--- config.mk ---
export PLATFORM = sky130hd
export DESIGN_NAME = upg_loader
export DESIGN_NICKNAME = d
export VERILOG_FILES = /design/src/rtl/upg_loader.sv
export SDC_FILE = /design/constraint.sdc
export NUM_CORES = 1
export LEC_CHECK = 0
export CAP_MARGIN = 20
export CORE_MARGIN = 2
export CORE_UTILIZATION = 60
export CTS_BUF_LIST = sky130_fd_sc_hd__clkbuf_2 sky130_fd_sc_hd__clkbuf_4 sky130_fd_sc_hd__clkbuf_8
export CTS_CLUSTER_SIZE = 14
export DETAILED_ROUTE_END_ITERATION = 8
export PLACE_DENSITY = 0.91
export SYNTH_ARGS = -nofsm -noshare
export SYNTH_HDL_FRONTEND = slang
export SYNTH_SLANG_ARGS = --single-unit
--- constraint.sdc ---
create_clock -name upg_clk_i -period 16.3 [get_ports upg_clk_i]
set_clock_uncertainty 0.05 [all_clocks]
set_input_delay 3.26 -clock upg_clk_i [delete_from_list [all_inputs] [get_ports upg_clk_i]]
set_output_delay 3.26 -clock upg_clk_i [all_outputs]
set_load 0.05 [all_outputs]
--- src/rtl/upg_loader.sv ---
// UART-programming loader: parses framed load commands from a received byte
// stream and issues single-cycle word writes into instruction or data memory.
module upg_loader #(
    parameter int unsigned TIMEOUT_CYCLES = 1_000_000
) (
    input  logic        upg_clk_i,
    input  logic        upg_rst_i,
    input  logic [7:0]  rx_data_i,
    input  logic        rx_valid_i,
    output logic        upg_wen_o,
    output logic [14:0] upg_addr_o,
    output logic [31:0] upg_data_o,
    output logic        upg_done_o,
    output logic        busy_o,
    output logic        err_o
);

    localparam logic [2:0] IDLE = 3'd0;
    localparam logic [2:0] TGT  = 3'd1;
    localparam logic [2:0] CLO  = 3'd2;
    localparam logic [2:0] CHI  = 3'd3;
    localparam logic [2:0] DATA = 3'd4;
    localparam logic [2:0] CSUM = 3'd5;
    localparam logic [2:0] DONE = 3'd6;

    localparam logic [7:0]  SYNC_BYTE    = 8'hA5;
    localparam logic [15:0] MAX_COUNT    = 16'd16384;
    localparam logic [31:0] TIMEOUT_LAST = 32'(TIMEOUT_CYCLES - 1);

    logic [2:0]  state_q,     state_d;
    logic        target_q,    target_d;
    logic [7:0]  countLo_q,   countLo_d;
    logic [14:0] remaining_q, remaining_d;
    logic [13:0] wordIdx_q,   wordIdx_d;
    logic [1:0]  lane_q,      lane_d;
    logic [7:0]  xor_q,       xor_d;
    logic [23:0] shift_q,     shift_d;
    logic [31:0] timer_q,     timer_d;
    logic        wen_q,       wen_d;
    logic [14:0] addr_q,      addr_d;
    logic [31:0] data_q,      data_d;
    logic        done_q,      done_d;
    logic        err_q,       err_d;

    logic [15:0] count;
    logic        active;

    assign count  = {rx_data_i, countLo_q};
    assign active = (state_q == TGT) || (state_q == CLO) || (state_q == CHI) ||
                    (state_q == DATA) || (state_q == CSUM);

    always_comb begin
        state_d     = state_q;
        target_d    = target_q;
        countLo_d   = countLo_q;
        remaining_d = remaining_q;
        wordIdx_d   = wordIdx_q;
        lane_d      = lane_q;
        xor_d       = xor_q;
        shift_d     = shift_q;
        timer_d     = 32'd0;
        wen_d       = 1'b0;
        addr_d      = addr_q;
        data_d      = data_q;
        done_d      = done_q;
        err_d       = err_q;

        // An inter-byte gap that runs out abandons the frame; a byte arriving
        // in the same cycle always wins over the timeout.
        if (active && !rx_valid_i) begin
            if (timer_q == TIMEOUT_LAST) begin
                err_d   = 1'b1;
                state_d = IDLE;
            end else begin
                timer_d = timer_q + 32'd1;
            end
        end

        if (rx_valid_i) begin
            case (state_q)
                IDLE: begin
                    if (rx_data_i == SYNC_BYTE) begin
                        state_d = TGT;
                        err_d   = 1'b0;
                    end
                end
                TGT: begin
                    case (rx_data_i)
                        8'h00: begin
                            target_d = 1'b0;
                            state_d  = CLO;
                        end
                        8'h01: begin
                            target_d = 1'b1;
                            state_d  = CLO;
                        end
                        8'hFF: begin
                            done_d  = 1'b1;
                            state_d = DONE;
                        end
                        default: begin
                            err_d   = 1'b1;
                            state_d = IDLE;
                        end
                    endcase
                end
                CLO: begin
                    countLo_d = rx_data_i;
                    state_d   = CHI;
                end
                CHI: begin
                    if (count == 16'd0 || count > MAX_COUNT) begin
                        err_d   = 1'b1;
                        state_d = IDLE;
                    end else begin
                        remaining_d = count[14:0];
                        wordIdx_d   = 14'd0;
                        lane_d      = 2'd0;
                        xor_d       = 8'd0;
                        state_d     = DATA;
                    end
                end
                DATA: begin
                    xor_d  = xor_q ^ rx_data_i;
                    lane_d = lane_q + 2'd1;
                    case (lane_q)
                        2'd0: shift_d[7:0]   = rx_data_i;
                        2'd1: shift_d[15:8]  = rx_data_i;
                        2'd2: shift_d[23:16] = rx_data_i;
                        default: begin
                            wen_d       = 1'b1;
                            addr_d      = {target_q, wordIdx_q};
                            data_d      = {rx_data_i, shift_q};
                            wordIdx_d   = wordIdx_q + 14'd1;
                            remaining_d = remaining_q - 15'd1;
                            if (remaining_q == 15'd1) begin
                                state_d = CSUM;
                            end
                        end
                    endcase
                end
                CSUM: begin
                    if (rx_data_i != xor_q) begin
                        err_d = 1'b1;
                    end
                    state_d = IDLE;
                end
                default: ;
            endcase
        end
    end

    always_ff @(posedge upg_clk_i or posedge upg_rst_i) begin
        if (upg_rst_i) begin
            state_q     <= IDLE;
            target_q    <= 1'b0;
            countLo_q   <= 8'd0;
            remaining_q <= 15'd0;
            wordIdx_q   <= 14'd0;
            lane_q      <= 2'd0;
            xor_q       <= 8'd0;
            shift_q     <= 24'd0;
            timer_q     <= 32'd0;
            wen_q       <= 1'b0;
            addr_q      <= 15'd0;
            data_q      <= 32'd0;
            done_q      <= 1'b0;
            err_q       <= 1'b0;
        end else begin
            state_q     <= state_d;
            target_q    <= target_d;
            countLo_q   <= countLo_d;
            remaining_q <= remaining_d;
            wordIdx_q   <= wordIdx_d;
            lane_q      <= lane_d;
            xor_q       <= xor_d;
            shift_q     <= shift_d;
            timer_q     <= timer_d;
            wen_q       <= wen_d;
            addr_q      <= addr_d;
            data_q      <= data_d;
            done_q      <= done_d;
            err_q       <= err_d;
        end
    end

    assign upg_wen_o  = wen_q;
    assign upg_addr_o = addr_q;
    assign upg_data_o = data_q;
    assign upg_done_o = done_q;
    assign busy_o     = active;
    assign err_o      = err_q;

endmodule

==> run summary <==
Setup_tns - 0 ns
Layout area overhead - 14.8%
# DRC - 0
DRT Pass-1 Iters - 5
DR WL/cell - 17.0 um
Crit path arrival time - 6.13 ns
Placed cells - 988
CP max-delay cell - nand2_2
Async S/R FF share, synth - 100%
Static Leak - 3.92 nW
HPWL Detailed - 10900 um
CTS max path bufs - 2
Synth cell count leaders - 178 x nand2_1, 157 x dfrtp_1, 71 x nor2_1
CTS sink cnt - 157
Ranking of synthesized cells by area - dfrtp_1 51%, nand2_1 8.7%, mux2_2 5.2%
Worst Setup End Kind - flop
CP Class - input port to flop
Ports - 62
Worst Setup SP - rx_valid_i
Number of cells on the critical path - 7
Final std cells w/o fill - 1020
Worst-Skew Late Latency - 0.45 ns
Post-route antenna net violation count - 0
Most numerous cell in the Yosys netlist - nand2_1
CTS tree - yes
Final WL - 17300 um
Synth top area share - 51.5%
Final period util - 36.0%
R2R cell count - 7
Row cnt - 41
DRT iter0 DRCs - 646
Die ar. - 13600 sq um
Minimum clock period - 5.86 ns
EDFF count, synth - 0
Synth area leader - dfrtp_1
Max transition margin - 27.4%
Final setup fails - 0
Crit path buffers/inverters - 3
CP max stage delay - 0.78 ns
Nets@finish - 855
Worst IR Drop VDD - 0.000114 V
Crit-path cells - clkdlybuf4s50_1 > buf_4 > and2_1 > nand2_2 > inv_2 > nor3_2 > o21ai_0
Grt ovf - 0
Worst reg2reg startpoint - state_q[2]
TritonCTS Buffers - 17
R2r setup slk - 12.93 ns
Worst EP required - 16.57 ns
N_diodes - 0
Initial antenna violation count - 0
Syn Inst Count - 795
Final count of hold timing violations - 0
Syn Area/Cell - 9.61 sq um
Number of setup buffers added after CTS - 0
Critical Path Source Type - input port
Critical Path Sink - wordIdx_q[1]
Vias in the first global route - 5913
CP top delay family - simple AND/OR/NAND/NOR gates
Pwr dens - 146 nW/um^2
Layout cells sized above 1 - 11.3%
Worst-path clk slew - 0.09 ns
RSZ-0062 raised after global routing - false
Max Fanout on Critical Path - 55
Fmax - 171 MHz
CTS root buf - clkbuf_8
Pin count of the biggest net entering global routing - 88
Die extent in y - 117 um
Reg2reg end - upg_data_o[28]
Synth Warn # - 0
I/O Buffers - 61
Overall Power - 1.28 mW
Post-CTS resize count - 0
Vias - 6161
CTS Hold Bufs - 0
Sequential share of the synthesized area - 51.5%
Library cells used by synthesis - 69
Slew @ Worst Pin - 1.08 ns
Die Width - 117 um
Synth Register Bits - 157
Initial Utilization - 61.0%
Min-Delay Path Class - flop to flop
Vias per inst - 6.04
CTS H-Tree Depth - 4
Routability cong. - 0.847
Max-cap check violation count - 0
Status - finished clean
Core area - 12500 sq um
Gr usage total - 27.2%
Syn Std Cell Area - 7640 sq um
Syn_nets - 814
First-pass GRT wire length - 28700 um
Slew Limit Fails - 0
Post-synth top flop - dfrtp_1
## cells in the final DEF (no fill, tap or decap), drive strengths merged, types with 8 or more instances in the layout
cell             n
a21oi           19
clkbuf          20
clkdlybuf4s50   61
dfrtp          157
ha               8
inv             26
mux2            35
nand2          179
nand3           34
nand4           14
nor2            71
nor3            24
nor4            17
o21ai           14
o2bb2ai          8
o31ai           12
xnor2           24
xor2            16
## final cells by class
cell class	count	area [sq um]
sequential	157	3930
fill	893	3750
multi-input combinational	569	3430
timing repair buffer	68	683
clock buffer	20	263
tap	172	215
clock inverter	11	159
inverter	23	91.3
## worst min path at each step
stage,endpoint,cells after the start,start
global route,upg_data_o[9],2,shift_q[9]
finish,upg_data_o[9],2,shift_q[9]
CTS,upg_data_o[9],2,shift_q[9]
floorplan,upg_addr_o[14],2,target_q
detailed placement,upg_data_o[17],2,shift_q[17]
global placement,upg_data_o[0],2,shift_q[0]
## tightest hold or removal path, stage by stage (launching register included)
cell and delay (ns):
dfrtp_1 0.35, nand2_1 0.05, nand2_1 0.05
## per-layer routing
metal  vias up  part of all wire (%)  wire length [um]  GRT usage [%]
li1       2848                     -                 -              -
met1      3006                    41              7050           34.7
met2       265                    50              8670           44.6
met3        42                   7.2              1250           7.78
met4         0                   2.1               368           9.80
met5         -                     0                 0              0
## registers in the layout, indices dropped and copies added (netlist names), 2 cells and up
register and cells:
upg_addr_o 15, remaining_q 15, lane_q 2, wordIdx_q 14, shift_q 24, timer_q 32
state_q 3, upg_data_o 32, countLo_q 8, xor_q 8
## kinds of logic (layout without fill, tap and decap cells)
group / count (synthesis) / after routing / synth area share [%]
buffers and inverters: 69 / 122 / 3.75
and+or+nand+nor: 386 / 386 / 24.3
AOI/OAI and AO/OA: 99 / 99 / 9.34
muxes: 36 / 36 / 5.29
DFF: 157 / 157 / 51.5
adders and majority gates: 8 / 8 / 1.31
xor gates and xnor gates: 40 / 40 / 4.59
## power by group
group	internal (mW)	switching, mW
registers	0.476	0.0694
logic	0.150	0.277
clock network	0.160	0.145
## through the flow
stage / area (sq um) / setup WS, ns / hold WS, ns / util, %
finish: 8770 / 10.44 / 0.411 / 70.1
global route: 8770 / 10.23 / 0.431 / 70.1
CTS: 8740 / 10.45 / 0.421 / 69.8
detailed placement: 8320 / 9.99 / 0.402 / 66.5
global placement: 8320 / 10.06 / 0.390 / 66.5
floorplan: 7640 / 8.76 / 0.383 / -
Power figures use the tool's default switching activity.
==> RTL change 1 (same settings) <==
Make the reset (`upg_rst_i`) synchronous in one clocked block.
--- a/src/rtl/upg_loader.sv
+++ b/src/rtl/upg_loader.sv
@@ -152,3 +152,3 @@
 
-    always_ff @(posedge upg_clk_i or posedge upg_rst_i) begin
+    always_ff @(posedge upg_clk_i) begin
         if (upg_rst_i) begin
Function: differs if upg_rst_i is asserted again (counterexample within 4 cycles, from zero or initial values and one cycle with upg_rst_i high); with upg_rst_i held inactive, the same outputs for 10 cycles.
==> RTL change 1 against the original RTL <==
  * Non-clock buffer count down 1
  * Wire length down 10%
  * Worst hold slack worse by 0.0093 ns
  * Count of clock-buffer cells in the layout down 3
  * Setup slack worse by 0.57 ns
  * Sequential cell count unchanged
  * Critical path depth up 1
  * Area after synthesis down 11%
  * Design area down 11%
  * Critical endpoint is now remaining_q[12]
Power is not compared: it rests on default switching activity, and its combinational part moved more than twofold at a synthesized area within 25%.
==> RTL change 1: results (changes against the original RTL) <==
### Critical path
* FF-to-FF setup slack: 12.75 ns, -0.18 ns
* endpoint of the most critical register-to-register path: remaining_q[12]
* worst-path maximum fanout: 51, -7.3%
* cell type group with the largest total delay on the critical path: simple AND/OR/NAND/NOR gates
* slowest stage cell on the critical path: sky130_fd_sc_hd__nor2_2
* r2r startpoint: state_q[1]
* worst reg-to-reg path cell count: 7, unchanged

### Drt
* number of vias after detailed routing: 6193, +0.52%
* DRT iter0 DRCs: 793, +23%
* detailed-route wire length: 15500 um, -10%
* drt first pass iters: 6, +1

### Place
* Setup Slack @ Placement: 9.44 ns, -0.541 ns
* Detail Placement HPWL: 10100 um, -7.3%
* final estimated routing congestion in global placement: 0.898, +6.0%
* Cell Area, Placed: 7440 sq um, -11%

### Worst hold path
* startpoint of the most critical hold path: shift_q[16]
* end point of the most critical hold path: upg_data_o[16]

### STA
* Hold Slack: 0.402 ns, -0.00933 ns
* period utilization: 39.5%, +3.5 points
* tightest slew margin relative to the limit: 33.5%, +6.1 points

### Clocking
* post-CTS clock slew at the launch and capture registers of the worst setup and hold paths: 0.09 ns, about the same
* clock buffer depth: 2, unchanged

### GRT
* global-route wire length before repair: 26300 um, -8.5%
* pin count of the biggest net entering global routing: 89, +1.1%
* overall fraction of global-route tracks in use: 25.6%, -1.5 points
* via count of the first global-routing pass: 5607, -5.2%

### Cells and area
* number of nets in the finished design: 908, +6.2%
* fraction of layout cells with a size suffix above 1: 5.76%, -5.6 points

### Synth
* sequential area share after synthesis: 46.0%, -5.5 points
* list of most frequent post-synthesis cells: 167 x sky130_fd_sc_hd__nand2_1, 157 x sky130_fd_sc_hd__dfxtp_1, 109 x sky130_fd_sc_hd__a21oi_1
* net count after synthesis: 882, +8.4%
* Synth async-reset ratio: 0%, -100 points
* top cells by area in the synthesized netlist: sky130_fd_sc_hd__dfxtp_1 46%, sky130_fd_sc_hd__nand2_1 9.2%, sky130_fd_sc_hd__a21oi_1 8.0%
* number of different library cells in the post-synthesis netlist: 54, -22%

### Status
* status: finished, final reports clean

RTL change 1: how the worst max path moves through the flow:
| stage | startpoint | end |
|---|---|---|
| finish | rx_valid_i | remaining_q[12] |
| global route | rx_valid_i | remaining_q[14] |
| CTS | rx_valid_i | remaining_q[12] |
| detailed placement | rx_valid_i | remaining_q[12] |
| global placement | rx_valid_i | remaining_q[12] |
| floorplan | rx_data_i[1] | remaining_q[12] |
RTL change 1: area by class of cell:
cell class	count	area [sq um]
repair buffers	67	673
flip-flops and latches	157	3140
well taps	140	175
fillers	846	3160
multi-input cells	639	3450
clock inverters	15	118
inverters	7	26.3
clock buffers	17	234
RTL change 1: power by group through the flow:
stage / logic [uW] / clock network (uW) / registers, uW
2_1_floorplan: 10.6 / 0 / 392
3_3_place_gp: 16.3 / 0 / 392
3_5_place_dp: 16.5 / 0 / 392
4_1_cts: 16.6 / 260 / 383
5_1_grt: 18.2 / 278 / 383
6_report: 17.0 / 256 / 383
RTL change 1: metrics by stage:
step	std cells	power [uW]
after floorplan	863	403
after global placement	1009	408
after detailed placement	1009	409
after CTS	1041	660
after global routing	1042	679
final	1042	657
RTL change 1: routing by layer:
layer,part of all wire (%),up-vias,GRT usage (%)
met5,0,-,0
met4,1.7,0,9.08
met3,7.5,29,5.69
met2,45,257,39.5
met1,46,2870,35.6
li1,-,3037,-
RTL change 1: logic make-up (layout without fill, tap and decap cells):
group | count (synthesis) | in the layout | synth area share, %
AO/OA/AOI/OAI | 171 | 171 | 14.9
buffers and inverters | 67 | 106 | 3.75
XOR/XNOR | 46 | 46 | 5.90
flip-flops | 157 | 157 | 46.0
AND/OR/NAND/NOR | 410 | 410 | 27.4
adder cells (fa/ha/maj) | 8 | 8 | 1.46
multiplexers | 4 | 4 | 0.586
==> RTL change 2 (same settings) <==
Made on the original files. `TIMEOUT_CYCLES`: 1_000_000 -> 750_000.
--- a/src/rtl/upg_loader.sv
+++ b/src/rtl/upg_loader.sv
@@ -3,3 +3,3 @@
 module upg_loader #(
-    parameter int unsigned TIMEOUT_CYCLES = 1_000_000
+    parameter int unsigned TIMEOUT_CYCLES = 750_000
 ) (
Check against the original RTL: same outputs for any inputs over 10 cycles, from zero or initial values and one cycle with upg_rst_i high; that may be too few to reach the edited logic, so the function may still have changed.
==> RTL change 2 against the original RTL <==
  * Wire length fell by 1.2%
  * Area after synthesis fell by 1.0%
  * Design area fell by 0.67%
  * Setup slack improved by 0.32 ns
  * Worst hold slack improved by 0.014 ns
  * Global-route usage fell by 0.32 points
  * Sequential cell count did not move
Power is not compared: it rests on default switching activity, and its combinational part moved more than twofold at a synthesized area within 25%.
==> RTL change 2: results (changes against the original RTL) <==
### Synth
* Synth async-reset ratio: 100%, unchanged
* top cells by area in the synthesized netlist: sky130_fd_sc_hd__dfrtp_1 52%, sky130_fd_sc_hd__nand2_1 9.6%, sky130_fd_sc_hd__mux2_2 5.1%
* synthesized-area fraction occupied by ao, oa, aoi and oai cells: 7.85%, -1.5 points
* synthesized-area fraction occupied by xor and xnor cells: 4.87%, +0.28 points
* multiplexer fraction of the synthesized cell area: 5.33%, +0.040 points
* net count after synthesis: 820, +0.74%
* share of synthesized cell area in full adder, half adder and majority cells: 1.32%, +0.014 points
* list of most frequent post-synthesis cells: 193 x sky130_fd_sc_hd__nand2_1, 157 x sky130_fd_sc_hd__dfrtp_1, 64 x sky130_fd_sc_hd__nor2_1
* Cells after Synth: 801, +0.75%
* sequential area share after synthesis: 52.0%, +0.55 points
* number of different library cells in the post-synthesis netlist: 57, -17%

### Power
* total power after layout: 731 uW
* part of the power in the clock network: 43.1%

### Drt
* detailed-route wire length: 17100 um, -1.2%
* detail-routed net length per standard cell: 16.7 um, -1.8%
* routed metal-1 wirelength: 7400 um, +4.9%
* via-per-instance ratio: 6.01, -0.47%
* routed wl met3: 1420 um, +14%
* DRT iter0 DRCs: 738, +14%
* detailed-routed wire length on met2: 7880 um, -9.1%
* drt first pass iters: 6, +1
* uppermost metal layer occupied by signal nets: met4

### Place
* Cell Area, Placed: 8250 sq um, -0.87%
* Setup Slack @ Placement: 10.32 ns, +0.333 ns
* final estimated routing congestion in global placement: 0.903, +6.6%
* Detail Placement HPWL: 11200 um, +3.0%
* Post-Place Cells: 994, +0.61%

### GRT
* overall fraction of global-route tracks in use: 26.8%, -0.32 points
* antenna violations before repair: 0, unchanged
* routing usage on met2: 40.6%, -4.0 points
* via count of the first global-routing pass: 5708, -3.5%
* met3 layer usage reported by global route: 4.88%, -2.9 points
* global-route wire length before repair: 28400 um, -1.1%
* met1 usage in global routing: 39.2%, +4.5 points
* pin count of the biggest net entering global routing: 99, +13%

### Critical path
* r2r startpoint: timer_q[11]
* slowest stage cell on the critical path: sky130_fd_sc_hd__clkdlybuf4s50_1
* FF-to-FF setup slack: 13.85 ns, +0.92 ns
* crit-path max cell delay: 0.84 ns, +0.06 ns
* Critical Path Source: state_q[1]
* endpoint of the most critical register-to-register path: timer_q[24]
* arrival time at the worst endpoint: 2.23 ns, -3.90 ns
* worst-path maximum fanout: 17, -69%
* Critical Path End: busy_o
* cell type group with the largest total delay on the critical path: buffers and inverters
* worst reg-to-reg path cell count: 6, -1

### STA
* tightest slew margin relative to the limit: 43.3%, +16 points
* period utilization: 34.0%, -2.0 points

### Cells and area
* fraction of layout cells with a size suffix above 1: 10.0%, -1.3 points
* Diodes inserted: 0, unchanged
* number of nets in the finished design: 865, +1.2%

### Status
* status: finished, final reports clean

### Clocking
* H-Tree Level Count: 4, unchanged
* count of instances resized after the clock tree is built: 0, unchanged

==> RTL change 2: cell type report <==
| class | count | area, sq um |
|---|---|---|
| Clock buffer | 17 | 234 |
| Clock inverter | 15 | 201 |
| Fill cell | 837 | 3450 |
| Inverter | 13 | 53.8 |
| Multi-Input combinational cell | 588 | 3390 |
| Sequential cell | 157 | 3930 |
| Tap cell | 168 | 210 |
| Timing Repair Buffer | 69 | 691 |
==> RTL change 2: how the worst min path moves through the flow <==
stage / start / endpoint / slack (ns)
after CTS: shift_q[7] / upg_data_o[7] / 0.42
after detailed placement: shift_q[7] / upg_data_o[7] / 0.40
after global routing: shift_q[8] / upg_data_o[8] / 0.43
after global placement: shift_q[8] / upg_data_o[8] / 0.39
after floorplan: target_q / upg_addr_o[14] / 0.38
final: shift_q[8] / upg_data_o[8] / 0.43
